`src/rtl/tick_meter_pkg.sv`:
```
// Shared types and constants for the tick interval meter.
// Imported by the top level and anything that decodes its state.
package tick_meter_pkg;

   typedef enum logic [1:0] {
      IDLE,
      MEASURE,
      TIMEOUT
   } tm_state_t;

   // Wide all-ones pattern; users slice it down to their period width.
   localparam logic [63:0] TM_MIN_INIT = '1;

endpackage

```
`src/rtl/tick_meter_rise_detect.sv`:
```
// Registered rising-edge detector: rise is high in the cycle d goes 0->1.
// The history register is cleared only by rst, so a held-high input never re-triggers.
module rise_detect (
   input  logic clk,
   input  logic rst,
   input  logic d,
   output logic rise
);

   logic d_q;

   always_ff @(posedge clk) begin
      if (rst) begin
         d_q <= 1'b0;
      end else begin
         d_q <= d;
      end
   end

   assign rise = d & ~d_q;

endmodule

```
`src/rtl/tick_meter.sv`:
```
// Measures clk cycles between rising edges of tick_in, tracks min/max and flags
// a timeout when no edge arrives within MAX_COUNT cycles. All outputs registered.
module tick_meter
   import tick_meter_pkg::*;
#(
   parameter int unsigned MAX_COUNT = 200_000_000,
   localparam int unsigned NB = $clog2(MAX_COUNT + 1)
) (
   input  logic          clk,
   input  logic          rst,
   input  logic          tick_in,
   input  logic          clear,
   output logic [NB-1:0] period,
   output logic          period_valid,
   output logic [NB-1:0] period_min,
   output logic [NB-1:0] period_max,
   output logic          timeout,
   output logic          armed
);

   localparam logic [NB-1:0] MaxCnt  = NB'(MAX_COUNT);
   localparam logic [NB-1:0] MinInit = TM_MIN_INIT[NB-1:0];

   tm_state_t     state;
   logic [NB-1:0] cnt;
   logic          tick_rise;

   rise_detect u_rise_detect (
      .clk  (clk),
      .rst  (rst),
      .d    (tick_in),
      .rise (tick_rise)
   );

   always_ff @(posedge clk) begin
      period_valid <= 1'b0;
      if (rst || clear) begin
         state      <= IDLE;
         cnt        <= '0;
         period     <= '0;
         period_min <= MinInit;
         period_max <= '0;
         timeout    <= 1'b0;
         armed      <= 1'b0;
      end else begin
         unique case (state)
            IDLE: begin
               // The first edge only opens an interval; nothing to report yet.
               if (tick_rise) begin
                  state <= MEASURE;
                  cnt   <= NB'(1);
                  armed <= 1'b1;
               end
            end
            MEASURE: begin
               // An edge on the threshold cycle still counts as a valid period.
               if (tick_rise) begin
                  period       <= cnt;
                  period_valid <= 1'b1;
                  if (cnt < period_min) period_min <= cnt;
                  if (cnt > period_max) period_max <= cnt;
                  cnt <= NB'(1);
               end else if (cnt == MaxCnt) begin
                  state   <= TIMEOUT;
                  timeout <= 1'b1;
                  armed   <= 1'b0;
               end else begin
                  cnt <= cnt + NB'(1);
               end
            end
            TIMEOUT: begin
               // The stale interval is discarded; measurement restarts here.
               if (tick_rise) begin
                  state   <= MEASURE;
                  timeout <= 1'b0;
                  cnt     <= NB'(1);
                  armed   <= 1'b1;
               end
            end
            default: begin
               state   <= IDLE;
               cnt     <= '0;
               timeout <= 1'b0;
               armed   <= 1'b0;
            end
         endcase
      end
   end

endmodule
```
`config.mk`:
```
export PLATFORM = sky130hd
export DESIGN_NAME = tick_meter
export DESIGN_NICKNAME = d
export VERILOG_FILES = /design/src/rtl/tick_meter_pkg.sv /design/src/rtl/tick_meter_rise_detect.sv /design/src/rtl/tick_meter.sv
export SDC_FILE = /design/constraint.sdc
export NUM_CORES = 1
export LEC_CHECK = 0
export CAP_MARGIN = 20
export CELL_PAD_IN_SITES_DETAIL_PLACEMENT = 0
export CELL_PAD_IN_SITES_GLOBAL_PLACEMENT = 1
export CORE_MARGIN = 8
export CORE_UTILIZATION = 44
export CTS_CLUSTER_DIAMETER = 30
export DETAILED_ROUTE_END_ITERATION = 6
export PLACE_DENSITY = 0.86
export SYNTH_ARGS = -nofsm -noshare
export SYNTH_HDL_FRONTEND = slang
export SYNTH_SLANG_ARGS = --single-unit
```
`constraint.sdc`:
```
create_clock -name clk -period 4.3 [get_ports clk]
set_input_delay 0.43 -clock clk [delete_from_list [all_inputs] [get_ports clk]]
set_output_delay 0.43 -clock clk [all_outputs]
set_load 0.005 [all_outputs]
```
==> results of run 1 <==
-- through the flow --
| stage | hold WS, ns | setup WS, ns | area [um^2] | instances |
|---|---|---|---|---|
| final | 0.453 | 1.19 | 8030 | 1053 |
| after global placement | 0.446 | 1.37 | 7350 | 1022 |
| after CTS | 0.457 | 1.13 | 8030 | 1053 |
| after global routing | 0.477 | 0.883 | 8030 | 1053 |
| after detailed placement | 0.448 | 1.21 | 7350 | 1022 |
| after floorplan | 0.453 | 2.00 | 6330 | 786 |
-- tightest hold or removal path, delay by kind of cell (launching register included) --
kind,cells,cell delay (ns)
simple gates,1,0.05
flops,1,0.30
compound gates,1,0.05
-- cells by family after synthesis --
group	count (synthesis)	share of synthesized area [%]
compound gates	156	14.5
simple gates	298	22.7
fa+ha+maj	57	11.3
xor+xnor	15	2.08
flops	118	37.3
mux	33	5.22
buf+inv	109	6.86
-- cells in the mapped netlist (all sizes together), types with 9 or more instances --
master / instances
dfxtp: 118
nor3: 9
nand3: 52
buf: 14
nand4: 23
o21ai: 38
mux2i: 33
a21oi: 88
and3: 10
nand2: 77
nor2: 90
inv: 60
clkbuf: 35
xor2: 13
ha: 57
-- worst max-delay path by stage --
stage                     depth (start not counted)                           to  slack, ns                   startpoint
final                                             6  period_max[13]$_SDFFE_PP0P_       1.19         cnt[27]$_SDFFE_PP0P_
after global routing                              6   period_max[5]$_SDFFE_PP0P_       0.88         cnt[27]$_SDFFE_PP0P_
after CTS                                         7  period_max[13]$_SDFFE_PP0P_       1.13  period_max[26]$_SDFFE_PP0P_
after detailed placement                          6  period_max[18]$_SDFFE_PP0P_       1.21         cnt[27]$_SDFFE_PP0P_
after global placement                            6   period_max[8]$_SDFFE_PP0P_       1.37         cnt[27]$_SDFFE_PP0P_
after floorplan                                   8  period_max[10]$_SDFFE_PP0P_       2.00          cnt[1]$_SDFFE_PP0P_
-- sequential cells by signal, summed over array words and instances, names as in the netlist --
name and flops:
cnt 28, period 28, period_max 28, period_min 28, state 2, armed 1, period_valid 1, timeout 1
u_rise_detect.d_q 1
-- per-layer routing --
layer | vias up | wire (um) | track usage [%]
li1 | 2865 | - | -
met1 | 2902 | 8110 | 24.8
met2 | 202 | 9030 | 33.9
met3 | 39 | 1160 | 5.69
met4 | 0 | 417 | 7.87
met5 | - | 0 | 0
-- power groups by stage --
stage	sequential (mW)	clock [mW]	combinational [mW]
after floorplan	1.13	0	0.0598
after global placement	1.13	0	0.0825
after detailed placement	1.13	0	0.0838
after CTS	1.11	1.67	0.0845
after global routing	1.11	1.70	0.0935
final	1.11	1.65	0.0846
-- cell type report --
cell class / count / area, um^2
fillers: 1318 / 6290
multi-input cells: 559 / 3540
flip-flops and latches: 118 / 2360
repair buffers: 101 / 983
clock buffers: 23 / 488
well taps: 184 / 230
inverters: 60 / 225
clock inverters: 8 / 193
==> flow_summary.json, run 1 <==
{
  "status": "completed",
  "ys_warn_count": 0,
  "num_io_pins": 91,
  "dieArea_um2": 18500,
  "startpoint_type": "flop",
  "n_antenna_cell": 0,
  "hold_depth": 2,
  "avgSynthCellArea_um2": 8.05,
  "ys.flop_type": "dfxtp_1",
  "initial_core_util_pct": 44.2,
  "crit_family": "compound AO/OA/AOI/OAI gates",
  "finalHoldViolations": 0,
  "fp.dieH_um": 136,
  "grt.overflow.total": 0,
  "worstHoldStart": "period[24]$_SDFFE_PP0P_",
  "vdd_drop_max_mv": 0.278,
  "grt_pass1_vias": 5910,
  "cts_root_buf": "clkbuf_16",
  "critical_path_class": "reg -> reg",
  "swShare_pct": 20.0,
  "synth_cell_types": 53,
  "routedWlPerCell_um": 17.8,
  "wl_mm": 18.7,
  "grt_max_degree": 82,
  "clock_power_share_pct": 58.1,
  "leakagePower_nw": 3.47,
  "layout-drive-gt1-share_pct": 5.98,
  "ant_nets": 0,
  "cts-hold-fix-buffers": 0,
  "cts.clk_slew.worst_paths_ns": 0.06,
  "tritoncts": "done",
  "cts.sinks": 118,
  "seqPwrFrac_pct": 39.0,
  "cts_setup_buffers": 0,
  "r2r_slack_ns": 1.19,
  "ys_ff_latch": 118,
  "crit_path_max_incr_delay_ns": 0.80,
  "finalSetupViolCount": 0,
  "pwr_density_cell_nw_per_um2": 354,
  "clock_path_buffers": 2,
  "hpwl_mm": 13.2,
  "slew_headroom_pct": 35.5,
  "final.period_utilization_pct": 72.4,
  "crit_fanout": 28,
  "clock.fmax_mhz": 321,
  "dieWidth_um": 136,
  "place.gp.congestion": 0.885,
  "cap_violations": 0,
  "clock_latency_ns": 0.42,
  "cts_buffers": 17,
  "layout.nets": 918,
  "vias_per_cell": 5.71,
  "ys_seq_area_share_pct": 37.3,
  "synth_nets": 847,
  "netlist.area_leader.share_pct": 37.3,
  "coreArea_um2": 14300,
  "final_common_cell": "dfxtp_1",
  "cp-end-kind": "flop",
  "area_growth_pct": 26.9,
  "netlist_instances": 786,
  "cp_slowest_cell": "a2111oi_1",
  "rsz0062_at_grt": "false",
  "fin_skew_ns": 0.00912,
  "switchingPower_mw": 0.569,
  "firstDrtPassIters": 5,
  "core.rowCount": 44,
  "drt_iter0_drc": 505,
  "antenna_found_initial": 0,
  "h-tree-depth": 4,
  "cp.required_ns": 4.64,
  "intPower_mw": 2.27,
  "fin_util_pct": 56.1,
  "drc": 0,
  "critPathBufInv": 0,
  "yosysTopAreaCell": "dfxtp_1",
  "synthArstFlopShare_pct": 0,
  "worstHoldEndpoint": "period[24]$_SDFFE_PP0P_",
  "netlist_area_um2": 6330,
  "layout_common_cells": "dfxtp_1, nor2_1, clkdlybuf4s50_1, a21oi_1, nand2_1",
  "fin_tns_setup_ns": 0,
  "rr_startpoint": "cnt[27]$_SDFFE_PP0P_",
  "critPathArrivalTime_ns": 3.45,
  "path_cells": "ha_1, nand4_1, a2111oi_1, o31a_1, o21ai_0, a21oi_1",
  "r2r_end": "period_max[13]$_SDFFE_PP0P_",
  "totalPowerFinal_mw": 2.84,
  "grt_pass1_wl_mm": 30.2,
  "pwr-share-comb_pct": 3.0,
  "synthTopCellsByArea": "dfxtp_1, ha_1, a21oi_1, nor2_1, mux2i_1",
  "slew_viol_final": 0,
  "dr_total_vias": 6008,
  "worstMarginPinSlew_ns": 0.967,
  "holdCritPathClass": "reg -> reg",
  "cts.repair.resized": 0,
  "period_minus_slack_ns": 3.11,
  "rr_worst_depth": 6,
  "portBuffers": 90,
  "track_usage_pct": 20.5,
  "synth_edf_count": 0
}
Note: power is estimated with default switching activity, not from simulation.
==> inputs of run 2 (changes only) <==
--- a/config.mk
+++ b/config.mk
@@ -9,10 +9,10 @@
 export CELL_PAD_IN_SITES_DETAIL_PLACEMENT = 0
 export CELL_PAD_IN_SITES_GLOBAL_PLACEMENT = 1
 export CORE_MARGIN = 8
-export CORE_UTILIZATION = 44
+export CORE_UTILIZATION = 37
 export CTS_CLUSTER_DIAMETER = 30
 export DETAILED_ROUTE_END_ITERATION = 6
-export PLACE_DENSITY = 0.86
+export PLACE_DENSITY = 0.77
 export SYNTH_ARGS = -nofsm -noshare
 export SYNTH_HDL_FRONTEND = slang
 export SYNTH_SLANG_ARGS = --single-unit
==> constraint.sdc (replaced) <==
create_clock -name clk -period 2.8 [get_ports clk]
set_input_delay 0.28 -clock clk [delete_from_list [all_inputs] [get_ports clk]]
set_output_delay 0.28 -clock clk [all_outputs]
set_load 0.005 [all_outputs]
==> run 2 against run 1 <==
  * Cell count is 7.1% higher
  * Hold slack better by 0.00077 ns
  * Setup slack got worse by 0.88 ns
  * Sequential cell count unchanged
  * Non-clock buffer count is 34 higher
  * Critical path depth rose by 3
  * Fmax rose by 25%
  * Sequential power up 53%
  * Count of clock-buffer cells in the layout shrank 1
  * Largest power group unchanged
==> flow_summary.json, run 2 (same netlist as run 1, synthesis figures left out) <==
{
  "status": "completed",
  "cp-end-kind": "flop",
  "clock_path_buffers": 2,
  "drt_iter0_drc": 328,
  "n_antenna_cell": 0,
  "layout-drive-gt1-share_pct": 9.52,
  "ant_nets": 0,
  "intPower_mw": 3.38,
  "layout.nets": 952,
  "swShare_pct": 20.4,
  "cts_root_buf": "clkbuf_16",
  "worstMarginPinSlew_ns": 0.612,
  "pwr-share-comb_pct": 3.4,
  "fin_area_um2": 8330,
  "fin_cells": 1128,
  "grt_max_degree": 60,
  "cap_violations": 0,
  "cts-hold-fix-buffers": 0,
  "place_area_um2": 7680,
  "grt_pass1_vias": 5607,
  "track_usage_pct": 17.0,
  "cp.required_ns": 3.15,
  "tritoncts": "done",
  "fin_tns_setup_ns": 0,
  "seqPwrFrac_pct": 40.0,
  "routedWlPerCell_um": 16.1,
  "initial_core_util_pct": 37.2,
  "cts_buffers": 17,
  "startpoint_type": "flop",
  "crit_fanout": 19,
  "period_minus_slack_ns": 2.50,
  "switchingPower_mw": 0.867,
  "cts_setup_buffers": 0,
  "coreArea_um2": 17000,
  "final.period_utilization_pct": 89.2,
  "dr_total_vias": 5827,
  "holdWs_ns": 0.454,
  "dp.cells": 1097,
  "wl_mm": 18.1,
  "fin_skew_ns": 0.00664,
  "cts.clk_slew.worst_paths_ns": 0.06,
  "dieWidth_um": 147,
  "num_io_pins": 91,
  "clock_power_share_pct": 56.6,
  "firstDrtPassIters": 5,
  "critPathArrivalTime_ns": 2.85,
  "drc": 0,
  "area_growth_pct": 31.7,
  "vias_per_cell": 5.17,
  "pwr_density_cell_nw_per_um2": 510,
  "place.gp.congestion": 0.828,
  "critical_path_class": "reg -> reg",
  "final_common_cell": "dfxtp_1",
  "dieArea_um2": 21500,
  "finalHoldViolations": 0,
  "portBuffers": 90,
  "clock_latency_ns": 0.42,
  "clock.fmax_mhz": 400,
  "slew_headroom_pct": 59.1,
  "grt.overflow.total": 0,
  "vdd_drop_max_mv": 0.419,
  "holdCritPathClass": "in -> reg",
  "slew_viol_final": 0,
  "h-tree-depth": 4,
  "hpwl_mm": 13.3,
  "totalPowerFinal_mw": 4.25,
  "grt_pass1_wl_mm": 29.6,
  "leakagePower_nw": 3.65,
  "rsz0062_at_grt": "false",
  "finalSetupViolCount": 0,
  "fp.dieH_um": 147,
  "antenna_found_initial": 0,
  "core.rowCount": 48,
  "cts.sinks": 118,
  "cts.repair.resized": 0,
  "layout_common_cells": "dfxtp_1, nor2_1, clkdlybuf4s50_1, a21oi_1, nand2_1"
}
==> run 2: layout make-up <==
| type | count | area, um^2 |
|---|---|---|
| clock inverters | 9 | 173 |
| repair buffers | 135 | 1260 |
| fillers | 1694 | 8660 |
| flip-flops and latches | 118 | 2360 |
| inverters | 60 | 225 |
| clock buffers | 22 | 474 |
| well taps | 225 | 282 |
| multi-input cells | 559 | 3550 |
==> run 2: path summary, 6_finish.rpt <==
path	startpoint	end	slack, ns	cells after the start
min	rst	u_rise_detect.d_q$_SDFF_PP0_	0.45	2
min reg2reg	period[10]$_SDFFE_PP0P_	period[10]$_SDFFE_PP0P_	0.45	2
max reg2reg	period_max[1]$_SDFFE_PP0P_	period_max[24]$_SDFFE_PP0P_	0.30	9
max	period_max[1]$_SDFFE_PP0P_	period_max[24]$_SDFFE_PP0P_	0.30	9
==> run 2: metrics by stage <==
| step | setup slack [ns] | utilization (%) |
|---|---|---|
| 2_1_floorplan | 0.499 | - |
| 3_3_place_gp | 0.284 | 45.2 |
| 3_5_place_dp | 0.272 | 45.2 |
| 4_1_cts | 0.244 | 49.0 |
| 5_1_grt | 0.0638 | 49.0 |
| 6_report | 0.302 | 49.0 |
==> run 2: worst max-delay path: stages, from the launching register on <==
cell and delay [ns]:
dfxtp_1 0.35, inv_1 0.06, ha_1 0.29, nor2b_1 0.13, o211ai_1 0.19, a211oi_1 0.17
o41ai_4 0.61, buf_4 0.36, nand3_1 0.10, a21oi_1 0.15
==> run 2: per-layer routing <==
layer / track usage [%] / routed length, um / share of wire [%]
met5: 0 / 0 / 0
met4: 5.82 / 222 / 1.2
met3: 5.01 / 1110 / 6.1
met2: 27.4 / 8690 / 48
met1: 21.3 / 8120 / 45
==> run 2: power by group through the flow <==
stage / Combinational, mW / Clock (mW) / Sequential [mW]
after global placement: 0.144 / 0 / 1.73
after floorplan: 0.0918 / 0 / 1.73
after detailed placement: 0.145 / 0 / 1.73
after CTS: 0.145 / 2.46 / 1.70
final: 0.144 / 2.41 / 1.70
after global routing: 0.160 / 2.54 / 1.70
==> inputs of run 3 (changes only) <==
--- a/config.mk
+++ b/config.mk
@@ -5,14 +5,15 @@
 export SDC_FILE = /design/constraint.sdc
 export NUM_CORES = 1
 export LEC_CHECK = 0
+export ABC_AREA = 1
 export CAP_MARGIN = 20
 export CELL_PAD_IN_SITES_DETAIL_PLACEMENT = 0
 export CELL_PAD_IN_SITES_GLOBAL_PLACEMENT = 1
 export CORE_MARGIN = 8
-export CORE_UTILIZATION = 37
+export CORE_UTILIZATION = 40
 export CTS_CLUSTER_DIAMETER = 30
 export DETAILED_ROUTE_END_ITERATION = 6
-export PLACE_DENSITY = 0.77
+export PLACE_DENSITY = 0.81
 export SYNTH_ARGS = -nofsm -noshare
 export SYNTH_HDL_FRONTEND = slang
 export SYNTH_SLANG_ARGS = --single-unit
==> constraint.sdc (replaced) <==
create_clock -name clk -period 2.6 [get_ports clk]
set_input_delay 0.26 -clock clk [delete_from_list [all_inputs] [get_ports clk]]
set_output_delay 0.26 -clock clk [all_outputs]
set_load 0.005 [all_outputs]
==> run 3 against run 2 <==
  * Die area down 2.6%
  * Combinational power up 81%
  * Sequential power up 8%
  * Utilization up 2.0 points
  * Non-clock buffer count down 24
  * Sequential share of layout area down 0.13 points
  * Synthesized area up 4.9%
  * Design area up 0.45%
  * Critical endpoint is now period_max[3]$_SDFFE_PP0P_
==> flow_summary.json, run 3 <==
{
  "status": "completed",
  "intPower_mw": 3.46,
  "synthArstFlopShare_pct": 0,
  "n_antenna_cell": 0,
  "antenna_found_initial": 0,
  "dp.cells": 1248,
  "routedWlPerCell_um": 15.0,
  "wl_mm": 19.2,
  "synth_compound_area_share_pct": 11.3,
  "worstMarginPinSlew_ns": 0.530,
  "dieWidth_um": 145,
  "critPathArrivalTime_ns": 2.48,
  "crit_path_max_incr_delay_ns": 0.43,
  "ys_warn_count": 0,
  "cap_violations": 0,
  "synth.most_common_cell": "nand2_1",
  "cts-hold-fix-buffers": 0,
  "swShare_pct": 22.9,
  "dieArea_um2": 21000,
  "slew_viol_final": 0,
  "final.period_utilization_pct": 83.2,
  "clock_path_buffers": 2,
  "initial_core_util_pct": 40.5,
  "h-tree-depth": 4,
  "synth_cell_types": 32,
  "track_usage_pct": 19.1,
  "synth.area.mux_share_pct": 0,
  "clock_power_share_pct": 53.2,
  "synth_commonest_cells": "nand2_1, dfxtp_1, nand3_1",
  "finalSetupViolCount": 0,
  "core.rowCount": 47,
  "avgSynthCellArea_um2": 6.90,
  "cts_buffers": 17,
  "path_cells": "ha_1, nand2_1, nor2_1, and2_1, nand2_1, nand3_1, nand2_1, nand2_2, buf_4, nand3_1, nand2_1, nor2_1",
  "drt_iter0_drc": 405,
  "cts_root_buf": "clkbuf_16",
  "cts.clk_slew.worst_paths_ns": 0.05,
  "holdWs_ns": 0.386,
  "synthTopCellsByArea": "dfxtp_1, nand2_1, ha_1, nand3_1, a21oi_1",
  "layout.nets": 1108,
  "cp-end-kind": "flop",
  "dr_total_vias": 6381,
  "ant_nets": 0,
  "holdCritPathClass": "in -> reg",
  "leakagePower_nw": 3.71,
  "portBuffers": 90,
  "finalHoldViolations": 0,
  "firstDrtPassIters": 5,
  "fin_cells": 1280,
  "cts.sinks": 118,
  "layout-drive-gt1-share_pct": 7.83,
  "rsz0062_at_grt": "false",
  "cp.required_ns": 2.91,
  "fin_util_pct": 51.0,
  "pwr_density_cell_nw_per_um2": 536,
  "switchingPower_mw": 1.03,
  "fp.dieH_um": 145,
  "critical_path_class": "reg -> reg",
  "tritoncts": "done",
  "fin_skew_ns": 0.00905,
  "pwr-share-comb_pct": 5.8,
  "cts_setup_buffers": 0,
  "clock_latency_ns": 0.42,
  "layout_common_cells": "nand2_1, dfxtp_1, nand3_1, inv_1, a21oi_1",
  "hpwl_mm": 14.1,
  "vdd_drop_max_mv": 0.451,
  "grt_pass1_wl_mm": 31.1,
  "clock.fmax_mhz": 462,
  "netlist.area_leader.share_pct": 35.6,
  "grt_pass1_vias": 5935,
  "fin_tns_setup_ns": 0,
  "vias_per_cell": 4.99,
  "netlist_instances": 962,
  "drc": 0,
  "slew_headroom_pct": 64.6,
  "coreArea_um2": 16400,
  "grt.overflow.total": 0,
  "grt_max_degree": 57,
  "synthXorXnorAreaFrac_pct": 0.660,
  "ys_seq_area_share_pct": 35.6,
  "critPathMostFrequentCell": "nand2_1",
  "num_io_pins": 91,
  "cts.repair.resized": 0,
  "synthSimpleGateAreaFrac_pct": 31.3,
  "startpoint_type": "flop",
  "yosysTopAreaCell": "dfxtp_1",
  "period_minus_slack_ns": 2.16,
  "seqPwrFrac_pct": 41.0,
  "n_fill_cell": 1656,
  "ys_ff_latch": 118,
  "synth_edf_count": 0,
  "area_growth_pct": 26.1,
  "synth_nets": 1023,
  "final_common_cell": "nand2_1",
  "netlist_area_um2": 6640,
  "ys.flop_type": "dfxtp_1",
  "crit_fanout": 30,
  "cp_slowest_cell": "dfxtp_1",
  "yosys.area_share.adder_pct": 10.7,
  "place.gp.congestion": 0.847,
  "synth_top_family_by_area": "simple AND/OR/NAND/NOR gates"
}
## run 3: cell count changes in the layout (fill, tap and decap cells not counted), sizes merged, moves of 8 or more
cell / delta
inv: +59
nor2: +14
buf: -24
nand3: +64
xor2: -8
nand4: -8
o21ai: +11
and3: -8
nand2: +138
mux2i: -33
## run 3: cells by family after synthesis
family / after synthesis
compound gates: 147
xor+xnor: 5
fa+ha+maj: 57
buf+inv: 167
flops: 118
simple gates: 468
## run 3: layout make-up
type	instances	area (um^2)	area share [%]
Tap cell	220	275	3.29
Timing Repair Buffer	111	1080	12.9
Clock buffer	22	464	5.55
Inverter	122	460	5.50
Clock inverter	10	128	1.52
Multi-Input combinational cell	677	3600	43.0
Sequential cell	118	2360	28.2
## run 3: power by group through the flow
stage	Combinational, mW	Sequential [mW]	Clock [mW]
CTS	0.263	1.84	2.43
finish	0.260	1.84	2.39
detailed placement	0.262	1.88	0
global placement	0.261	1.88	0
global route	0.291	1.84	2.51
floorplan	0.176	1.88	0
## run 3: final timing paths
| check | cells past startpoint | end | slack, ns | start |
|---|---|---|---|---|
| max | 12 | period_max[3]$_SDFFE_PP0P_ | 0.44 | cnt[10]$_SDFFE_PP0P_ |
| min | 3 | u_rise_detect.d_q$_SDFF_PP0_ | 0.39 | tick_in |
| max reg2reg | 12 | period_max[3]$_SDFFE_PP0P_ | 0.44 | cnt[10]$_SDFFE_PP0P_ |
| min reg2reg | 2 | state[1]$_SDFFE_PP0P_ | 0.48 | state[1]$_SDFFE_PP0P_ |
## run 3: through the flow
stage,setup WS [ns],instance area (um^2),power [mW]
after floorplan,0.755,6640,2.05
after global placement,0.437,7780,2.14
after detailed placement,0.409,7780,2.14
after CTS,0.422,8370,4.53
after global routing,0.142,8370,4.64
final,0.437,8370,4.49
## run 3: routing by layer
layer,track usage [%],part of all wire [%],vias up
met3,4.10,5.4,20
met4,6.68,1.4,0
met2,28.8,43,147
li1,-,-,3301
met1,26.4,50,2913
met5,0,0,-
## run 3: worst max-delay path, delay by kind of cell, from the launching register on
family / cells / cell delay (ns)
and+or+nand+nor: 10 / 0.97
DFF: 1 / 0.43
adders and majority gates: 1 / 0.34
buffers and inverters: 1 / 0.30
